<file path="src/rtl/abc_sweep_sequencer_pkg.sv">
// Shared types, constants and the reference-sum helper for the a/b/c sweep sequencer.
// Optional capture logging is enabled with the ABC_SEQ_CAPTURE_EN macro.
package abc_sweep_sequencer_pkg;

    localparam int NUM_VEC = 8;
    localparam int VEC_W   = 3;
    localparam int ERR_W   = 4;
    localparam int CAP_W   = 2 * NUM_VEC;

    typedef enum logic [1:0] {
        ST_IDLE  = 2'd0,
        ST_DRIVE = 2'd1,
        ST_DONE  = 2'd2
    } state_t;

    // Two-bit sum that wraps, so 1+1+1 yields 2'b11 and never carries out.
    function automatic logic [1:0] exp_sum(input logic a, input logic b, input logic c);
        logic [1:0] s;
        s = {1'b0, a} + {1'b0, b} + {1'b0, c};
        return s;
    endfunction

endpackage

</file>
<file path="src/rtl/abc_sweep_sequencer_if.sv">
// Bundle of control, stimulus and result signals between the sequencer and its environment.
// The cap_log signal exists only when ABC_SEQ_CAPTURE_EN is defined.
interface abc_sweep_sequencer_if;
    import abc_sweep_sequencer_pkg::*;

    // start/abort are single-cycle pulses sampled on the rising edge; there is no ready,
    // a start counts as accepted only when busy rises on the following edge.
    logic                start;
    logic                abort;
    logic [1:0]          out;
    logic                a;
    logic                b;
    logic                c;
    logic                busy;
    logic                done;
    logic [ERR_W-1:0]    err_cnt;
    logic [NUM_VEC-1:0]  fail_vec;
    state_t              dbg_state;

`ifdef ABC_SEQ_CAPTURE_EN
    logic [CAP_W-1:0]    cap_log;

    modport slave (
        input  start, abort, out,
        output a, b, c, busy, done, err_cnt, fail_vec, dbg_state, cap_log
    );

    modport master (
        output start, abort, out,
        input  a, b, c, busy, done, err_cnt, fail_vec, dbg_state, cap_log
    );
`else
    modport slave (
        input  start, abort, out,
        output a, b, c, busy, done, err_cnt, fail_vec, dbg_state
    );

    modport master (
        output start, abort, out,
        input  a, b, c, busy, done, err_cnt, fail_vec, dbg_state
    );
`endif

endinterface

</file>
<file path="src/rtl/abc_dwell_timer.sv">
// Per-code dwell timer: counts cycles a code has been held and flags the sample and
// last-cycle points of the dwell window.
module abc_dwell_timer #(
    parameter int DWELL      = 200,
    parameter int SAMPLE_DLY = 2
) (
    input  logic Clock,
    input  logic Rst_n,
    input  logic clr,
    input  logic en,
    output logic sample_hit,
    output logic dwell_end
);

    localparam int TW = $clog2(DWELL);
    localparam logic [TW-1:0] SAMPLE_AT = TW'(SAMPLE_DLY);
    localparam logic [TW-1:0] LAST_AT   = TW'(DWELL - 1);

    logic [TW-1:0] timer_q;
    logic [TW-1:0] timer_d;

    assign sample_hit = en && !clr && (timer_q == SAMPLE_AT);
    assign dwell_end  = en && !clr && (timer_q == LAST_AT);

    always_comb begin
        timer_d = timer_q;
        if (clr) begin
            timer_d = '0;
        end else if (en) begin
            timer_d = dwell_end ? '0 : timer_q + TW'(1);
        end
    end

    always_ff @(posedge Clock) begin
        if (!Rst_n) begin
            timer_q <= '0;
        end else begin
            timer_q <= timer_d;
        end
    end

endmodule

</file>
<file path="src/rtl/abc_sweep_sequencer.sv">
// Sweeps {a,b,c} through all eight codes, checks the datapath result against a+b+c mod 4,
// and keeps a per-code fail map; ABC_SEQ_CAPTURE_EN adds a log of every sampled result.
module abc_sweep_sequencer
    import abc_sweep_sequencer_pkg::*;
#(
    parameter int DWELL      = 200,
    parameter int SAMPLE_DLY = 2
) (
    input  logic                  Clock,
    input  logic                  Rst_n,
    abc_sweep_sequencer_if.slave  bus
);

    state_t              state_q, state_d;
    logic [VEC_W-1:0]    vec_q, vec_d;
    logic [VEC_W-1:0]    abc_q, abc_d;
    logic                busy_q, busy_d;
    logic                done_q, done_d;
    logic [ERR_W-1:0]    err_cnt_q, err_cnt_d;
    logic [NUM_VEC-1:0]  fail_vec_q, fail_vec_d;
`ifdef ABC_SEQ_CAPTURE_EN
    logic [CAP_W-1:0]    cap_log_q, cap_log_d;
`endif

    logic timer_en;
    logic sample_hit;
    logic dwell_end;
    logic mismatch;
    logic start_ok;

    // The timer only runs while driving; abort stops it in the same cycle it is seen.
    assign timer_en = (state_q == ST_DRIVE) && !bus.abort;
    assign start_ok = bus.start && !bus.abort && (state_q != ST_DRIVE);
    assign mismatch = (bus.out != exp_sum(abc_q[2], abc_q[1], abc_q[0]));

    abc_dwell_timer #(
        .DWELL      (DWELL),
        .SAMPLE_DLY (SAMPLE_DLY)
    ) u_timer (
        .Clock      (Clock),
        .Rst_n      (Rst_n),
        .clr        (!timer_en),
        .en         (timer_en),
        .sample_hit (sample_hit),
        .dwell_end  (dwell_end)
    );

    always_comb begin
        state_d    = state_q;
        vec_d      = vec_q;
        abc_d      = abc_q;
        busy_d     = busy_q;
        done_d     = done_q;
        err_cnt_d  = err_cnt_q;
        fail_vec_d = fail_vec_q;
`ifdef ABC_SEQ_CAPTURE_EN
        cap_log_d  = cap_log_q;
`endif

        if (bus.abort) begin
            // Results are left alone so a partial sweep can still be inspected.
            state_d = ST_IDLE;
            vec_d   = '0;
            abc_d   = '0;
            busy_d  = 1'b0;
            done_d  = 1'b0;
        end else begin
            case (state_q)
                ST_IDLE, ST_DONE: begin
                    if (start_ok) begin
                        state_d    = ST_DRIVE;
                        vec_d      = '0;
                        abc_d      = '0;
                        busy_d     = 1'b1;
                        done_d     = 1'b0;
                        err_cnt_d  = '0;
                        fail_vec_d = '0;
`ifdef ABC_SEQ_CAPTURE_EN
                        cap_log_d  = '0;
`endif
                    end
                end
                ST_DRIVE: begin
                    if (sample_hit) begin
                        if (mismatch) begin
                            fail_vec_d[vec_q] = 1'b1;
                            err_cnt_d         = err_cnt_q + ERR_W'(1);
                        end
`ifdef ABC_SEQ_CAPTURE_EN
                        cap_log_d[{vec_q, 1'b0} +: 2] = bus.out;
`endif
                    end
                    if (dwell_end) begin
                        if (vec_q == VEC_W'(NUM_VEC - 1)) begin
                            state_d = ST_DONE;
                            vec_d   = '0;
                            abc_d   = '0;
                            busy_d  = 1'b0;
                            done_d  = 1'b1;
                        end else begin
                            vec_d = vec_q + VEC_W'(1);
                            abc_d = vec_q + VEC_W'(1);
                        end
                    end
                end
                default: begin
                    state_d = ST_IDLE;
                    vec_d   = '0;
                    abc_d   = '0;
                    busy_d  = 1'b0;
                    done_d  = 1'b0;
                end
            endcase
        end
    end

    always_ff @(posedge Clock) begin
        if (!Rst_n) begin
            state_q    <= ST_IDLE;
            vec_q      <= '0;
            abc_q      <= '0;
            busy_q     <= 1'b0;
            done_q     <= 1'b0;
            err_cnt_q  <= '0;
            fail_vec_q <= '0;
`ifdef ABC_SEQ_CAPTURE_EN
            cap_log_q  <= '0;
`endif
        end else begin
            state_q    <= state_d;
            vec_q      <= vec_d;
            abc_q      <= abc_d;
            busy_q     <= busy_d;
            done_q     <= done_d;
            err_cnt_q  <= err_cnt_d;
            fail_vec_q <= fail_vec_d;
`ifdef ABC_SEQ_CAPTURE_EN
            cap_log_q  <= cap_log_d;
`endif
        end
    end

    assign bus.a         = abc_q[2];
    assign bus.b         = abc_q[1];
    assign bus.c         = abc_q[0];
    assign bus.busy      = busy_q;
    assign bus.done      = done_q;
    assign bus.err_cnt   = err_cnt_q;
    assign bus.fail_vec  = fail_vec_q;
    assign bus.dbg_state = state_q;
`ifdef ABC_SEQ_CAPTURE_EN
    assign bus.cap_log   = cap_log_q;
`endif

endmodule

</file>
<file path="src/flat_wrapper.sv">
// flat-port wrapper written by rule: the top's interface ports become plain ports
module abc_sweep_sequencer_flat import abc_sweep_sequencer_pkg::*;
#(
    parameter int DWELL      = 200,
    parameter int SAMPLE_DLY = 2
)
  (Clock, Rst_n, bus_start, bus_abort, bus_out, bus_a, bus_b, bus_c, bus_busy, bus_done, bus_err_cnt, bus_fail_vec, bus_dbg_state);
  abc_sweep_sequencer_if bus_i ();
  input  logic Clock;
  input  logic Rst_n;
  input wire logic [$bits(bus_i.start)-1:0] bus_start;
  input wire logic [$bits(bus_i.abort)-1:0] bus_abort;
  input wire logic [$bits(bus_i.out)-1:0] bus_out;
  output wire logic [$bits(bus_i.a)-1:0] bus_a;
  output wire logic [$bits(bus_i.b)-1:0] bus_b;
  output wire logic [$bits(bus_i.c)-1:0] bus_c;
  output wire logic [$bits(bus_i.busy)-1:0] bus_busy;
  output wire logic [$bits(bus_i.done)-1:0] bus_done;
  output wire logic [$bits(bus_i.err_cnt)-1:0] bus_err_cnt;
  output wire logic [$bits(bus_i.fail_vec)-1:0] bus_fail_vec;
  output wire logic [$bits(bus_i.dbg_state)-1:0] bus_dbg_state;
  assign bus_i.start = bus_start;
  assign bus_i.abort = bus_abort;
  assign bus_i.out = bus_out;
  assign bus_a = bus_i.a;
  assign bus_b = bus_i.b;
  assign bus_c = bus_i.c;
  assign bus_busy = bus_i.busy;
  assign bus_done = bus_i.done;
  assign bus_err_cnt = bus_i.err_cnt;
  assign bus_fail_vec = bus_i.fail_vec;
  assign bus_dbg_state = bus_i.dbg_state;
  abc_sweep_sequencer #(.DWELL(DWELL), .SAMPLE_DLY(SAMPLE_DLY)) u_core (.Clock(Clock), .Rst_n(Rst_n), .bus(bus_i));
endmodule
</file>
<file path="config.mk">
export PLATFORM = sky130hd
export DESIGN_NAME = abc_sweep_sequencer_flat
export DESIGN_NICKNAME = d
export VERILOG_FILES = /design/src/rtl/abc_sweep_sequencer_pkg.sv /design/src/rtl/abc_sweep_sequencer_if.sv /design/src/rtl/abc_dwell_timer.sv /design/src/rtl/abc_sweep_sequencer.sv /design/src/flat_wrapper.sv
export SDC_FILE = /design/constraint.sdc
export NUM_CORES = 1
export LEC_CHECK = 0
export ABC_AREA = 1
export BUFFER_PORTS_ARGS = -buffer_cell sky130_fd_sc_hd__buf_2
export CAP_MARGIN = 10
export CORE_MARGIN = 8
export CORE_UTILIZATION = 28
export CTS_BUF_LIST = sky130_fd_sc_hd__clkbuf_2
export DETAILED_ROUTE_END_ITERATION = 10
export GPL_ROUTABILITY_DRIVEN = 0
export MAX_ROUTING_LAYER = met4
export PLACE_DENSITY = 0.51
export SYNTH_ARGS = -nofsm -noshare
export SYNTH_HDL_FRONTEND = slang
export SYNTH_HIERARCHICAL = 1
export SYNTH_SLANG_ARGS = --single-unit
</file>
<file path="constraint.sdc">
create_clock -name Clock -period 2.3 [get_ports Clock]
set_clock_uncertainty 0.2 [all_clocks]
set_input_delay 0.46 -clock Clock [delete_from_list [all_inputs] [get_ports Clock]]
set_output_delay 0.46 -clock Clock [all_outputs]
set_load 0.01 [all_outputs]
</file>
# [Word level (Yosys, flattened, before mapping)]
# Cells that the tools add are included.
[totals] wordCells=71 inputBits=6 out_inout_bits=19 reg_bits=27
[classes] n_reduce_logical=15 bitwise=4 n_mux=26 addsub=5 magnitude_cmp=2 n_eq_ne=12
[ops] operator="$mux W8" n=3
[ops] operator="$pmux W8 S2" n=1
[ops] operator="$mux W4" n=3
[ops] operator="$mux W3" n=3
[ops] operator="$add A8 B1 Y8 const B" n=1
[ops] operator="$eq A8 B2 Y1 const B" n=1
[ops] operator="$eq A8 B8 Y1 const B" n=1
[ops] operator="$ne A2 B1 Y1 const B" n=4
[ops] operator="$or A8 B8 Y8" n=1
[ops] operator="$pmux W4 S2" n=1
[ops] operator="$mux W1" n=7
[ops] operator="$logic_and A1 B1 Y1" n=6
[ops] operator="$mux W2" n=3
[ops] operator="$pmux W3 S2" n=1
[ops] operator="$reduce_and A5 Y1" n=1
[ops] operator="$add A4 B1 Y4 const B" n=1
[ops] operator="$lt A3 B4 Y1 const B" n=1
[ops] operator="$ne A2 B2 Y1 const B" n=2
[ops] operator="$pmux W1 S2" n=2
[ops] operator="$pmux W2 S2" n=1
[ops] operator="$reduce_or A2 Y1" n=2
[ops] operator="$add A3 B1 Y3 const B" n=1
[ops] operator="$demux W1 S3" n=1
[ops] operator="$eq A3 B3 Y1 const B" n=1
[ops] operator="13 further kinds" n=15

# [Depth between registers and ports, before layout]
[depth] depth_word=8 mapped_depth=14 ltp_nobuf=14

# [Modules after synthesis]
# Netlist, hierarchy kept.
[by_module_without_submodules] mod="abc_sweep_sequencer" seq_area_each_um2=340.3 instances=1 area_per_inst_um2=1036.0 cells_each=159
[by_module_without_submodules] mod="abc_dwell_timer" seq_area_each_um2=160.2 instances=1 area_per_inst_um2=494.2 cells_each=82

# [Worst setup path after synthesis]
# OpenSTA, ideal clock, no wires.
[synth_timing] kind="register to register" start="register, netlist name u_core/bus.busy" end="register u_core.err_cnt_q[0], in the netlist u_core/bus.err_cnt[0]" path_stages_with_launch=14 arrival_time_ns=1.812 path_buffers=1 setup_ns=0.114 period_less_slack_ns=2.126 t_required_ns=1.986 slack_ns=0.174 cell_sequence="dfxtp_1 -> inv_2 -> nor2_8 -> nand2_4 -> inv_1 -> nand2_1 -> nor3_1 -> nand2_1 -> nor3_1 -> or2_4 -> nand3_4 -> buf_4 -> a21oi_1 -> nor2_1"
[synth_lines] item="end signal, assigned" line_no="abc_sweep_sequencer.sv:135" text="err_cnt_q <= err_cnt_d;"
[synth_lines] item="end, declared" line_no="abc_sweep_sequencer.sv:19" text="logic [ERR_W-1:0] err_cnt_q, err_cnt_d;"

# [Worst setup path after layout]
[layout_timing] start="register u_core.abc_q[2]" end="register u_core.fail_vec_q[6], in the netlist u_core/bus.fail_vec[6]"
[layout_via] elab_chain_cells=8 word_cells_on_any_way=14 classes_between="2 x add/sub; 2 x order compare; 2 x eq/ne; 5 x mux; 1 x bitwise; 2 x reduce/logical"
[layout_rtl] item="start, declared" line_no="abc_sweep_sequencer.sv:16" text="logic [VEC_W-1:0] abc_q, abc_d;"
[layout_rtl] item="start signal, assigned" line_no="abc_sweep_sequencer.sv:121" text="abc_q <= '0;"
[layout_rtl] item="start signal, assigned" line_no="abc_sweep_sequencer.sv:132" text="abc_q <= abc_d;"
[layout_rtl] item="$lt A3 B4 Y1 or $ge A3 B1 Y1 (tied branches)"
[layout_rtl] item="$logic_and A1 B1 Y1"
[layout_rtl] item="$mux W1"
[layout_rtl] item="$demux W1 S3"
[layout_rtl] item="$or A8 B8 Y8 (no line)"
[layout_rtl] item="$mux W8 (2 in series)"
[layout_rtl] item="$pmux W8 S2"
[layout_rtl] item="end signal, assigned" line_no="abc_sweep_sequencer.sv:136" text="fail_vec_q <= fail_vec_d;"
[layout_rtl] item="end, declared" line_no="abc_sweep_sequencer.sv:20" text="logic [NUM_VEC-1:0] fail_vec_q, fail_vec_d;"
# Parallel ways exist; a longest one is shown, timed or not. The select of a mux whose other input is x is not followed.
# A chain may end at the register's enable or synchronous reset.

==> run_results.csv <==
group,metric,value,unit
clock_network,clock-sinks,25,
clock_network,tritoncts,"yes",
drt,dr_total_vias,1465,
sta,period_minus_slack,2070,ps
yosys,seq_area_frac_synth,32.7,%
die,floorplan.initialDensity,28.3,%
yosys,syn-mean-instance-area,6.35,sq um
worst_setup_path,worstPathMaxFanout,11,
sta,rsz0062_at_grt,"false",
drt,drt-initial-drc-count,41,
power_and_ir_drop,p_leak,0.915,nW
worst_setup_path,crit_arrival,2180,ps
die,pin_count,25,
place,placed_area,1750,sq um
status,status,"finished, final reports clean",
sta,final.setup.tns,0,ps
yosys,netlist_instances,241,
grt,grt_pass1_vias,1375,
place,portBuffers,24,
sta,maxSlewHeadroom,79.2,%
flow_run,maxCapViolCount,0,
drt,dr.pass1.iters,4,
clock_network,insertion_delay,370,ps
sta,fin_crit_sh,89.9,%
die,die_h,89.9,um
final_layout,drive_gt1_share,19.0,%
grt,grt_max_degree,23,
sta,setup_violations,0,
sta,timing.fmax,483,MHz
worst_setup_path,start_kind,"flip-flop",
die,fp.dieW,89.9,um
clock_network,cts_root_buffer,"clkbuf_2",
grt,grt_overflow,0,
power_and_ir_drop,powerDensity,427,nW/um^2
yosys,synth_cell_type_count,25,
drt,route.detailed.drc,0,
drt,drt-total-wl,3650,um
die,std_cell_rows,27,
drt,routedWlPerCell,10.6,um
worst_setup_path,crit_start,"u_core/abc_q[2]",
die,die_area,8090,sq um
sta,drv_slew,0,
grt,grt.total_usage,9.31,%
yosys,syn-num-nets,253,
final_layout,stdcell_area,1810,sq um
worst_setup_path,rrSetupSlack,230,ps
die,coreArea,5410,sq um
yosys,syn_area,1530,sq um
drt,viasPerCell,4.25,
final_layout,syn2layout_area_growth,18.2,%
clock_network,clkTransAtPathRegs,270,ps
place,dp_hpwl,2770,um
clock_network,clock_path_buffers,2,
final_layout,layout.nets,286,
grt,grt_pass1_wl,6170,um
worst_setup_path,reg2reg_from,"u_core/abc_q[2]",
power_and_ir_drop,ir_drop,0.274,mV
sta,worst_slew_pin_slew,311,ps
yosys,yosys_warnings,6,
drt,ant_nets,0,
yosys,synth_seq_cells,25,
worst_setup_path,required,2410,ps
sta,hold_violations,0,
clock_network,cts_inserted_buffers,3,
worst_setup_path,worst-setup-path-type,"flip-flop to flip-flop",
final_layout,n_antenna_cell,0,
worst_setup_path,endpoint_kind,"flip-flop",
clock_network,h-tree-depth,1,
min_path,hp-class,"input pin to flip-flop",
worst_setup_path,reg2reg_depth,9,
grt,grt_antenna_before_repair,0,
worst_setup_path,reg2reg_to,"u_core/bus.fail_vec[6]",
worst_setup_path,cp-endpoint,"u_core/bus.fail_vec[6]",
==> per-stage QoR <==
step	hold slack, ps	instances	util (%)	power, mW	worst slack (ps)
detailed placement	307	338	32.4	0.587	130
CTS	132	342	32.7	0.780	176
global placement	312	338	32.4	0.585	162
floorplan	302	241	-	0.553	174
global route	137	345	33.4	0.818	12.5
finish	148	345	33.4	0.772	232
==> report_power, final <==
group,total [mW],internal [mW],switching [mW]
sequential,0.458,0.450,0.00849
clock,0.188,0.0458,0.142
combinational,0.126,0.0472,0.0788
==> per-layer routing <==
layer,vias to the layer above,GRT usage [%],share of wire [%],routed length (um)
met5,-,-,0,0
met4,0,2.50,0.90,33
met3,2,2.66,4.2,152
met2,24,15.3,46,1680
met1,628,10.8,49,1780
li1,811,-,-,-
==> registers in the layout, indices dropped and copies added (netlist names) <==
register	cells
u_core/bus.err_cnt	4
u_core/u_timer/timer_q	8
u_core/bus.busy	1
u_core/bus.done	1
u_core/abc_q	3
u_core/bus.fail_vec	8
==> worst min path at each step <==
stage                     depth (start not counted)                        end  slack, ps                       from
after floorplan                                   2  u_core/u_timer/timer_q[0]        300  u_core/u_timer/timer_q[0]
after global placement                            2      u_core/bus.err_cnt[1]        310      u_core/bus.err_cnt[1]
after detailed placement                          2      u_core/bus.err_cnt[1]        310      u_core/bus.err_cnt[1]
after CTS                                         4            u_core/abc_q[0]        130                  bus_abort
after global routing                              4            u_core/abc_q[0]        140                  bus_abort
final                                             4            u_core/abc_q[0]        150                  bus_abort
==> cell type report <==
cell class | instances | area (sq um)
Multi-Input combinational cell | 170 | 855
Sequential cell | 25 | 502
Fill cell | 615 | 3600
Tap cell | 72 | 90.1
Timing Repair Buffer | 33 | 188
Clock buffer | 4 | 20.0
Inverter | 41 | 154
==> worst max-delay path: stages (launching register included) <==
cell	delay, ps
dfxtp_1	390
fa_1	570
inv_1	50
nand2_1	50
nand2_1	50
nand3_1	250
nand3_4	200
nand2_1	100
nand2_1	50
nor2_1	100
==> Yosys cell counts, drive strengths merged <==
cell | instances | share of area (%)
nor3 | 3 | 0.98
o31ai | 1 | 0.49
a21oi | 17 | 5.6
o21ai | 4 | 1.3
or2 | 2 | 0.98
nand2 | 73 | 19
dfxtp | 25 | 33
nor2 | 37 | 11
xor2 | 2 | 1.1
nand4 | 2 | 0.82
fa | 1 | 1.3
inv | 41 | 10
buf | 6 | 2.9
ha | 5 | 4.1
nand3 | 22 | 8.0
==> cell families after synthesis <==
| logic type | count (synthesis) | synth area share, % |
|---|---|---|
| AOI/OAI and AO/OA | 22 | 7.36 |
| DFF | 25 | 32.7 |
| xor gates and xnor gates | 2 | 1.14 |
| buffers and inverters | 47 | 12.9 |
| adders and majority gates | 6 | 5.40 |
| and+or+nand+nor | 139 | 40.5 |
==> cells in the final DEF (no fill, tap or decap), types with 2 or more instances in the layout <==
cell / instances
nand3_4: 2
nand3_1: 21
ha_1: 5
nor2_1: 34
buf_2: 24
clkbuf_2: 4
xor2_1: 2
nand2_1: 69
buf_4: 9
nand2_2: 3
inv_1: 39
a21oi_1: 17
o21ai_0: 4
dfxtp_1: 24
nand4_1: 2
nor3_1: 2
inv_2: 2
==> repair_timing <==
action                     in CTS  in global routing
setup endpoints to repair       0                 12
setup buffers                   0                  2
resized for setup               0                  3
hold buffers                    0                  0
hold endpoints to repair        0                  0
No activity file was read; power rests on OpenSTA's default activity.
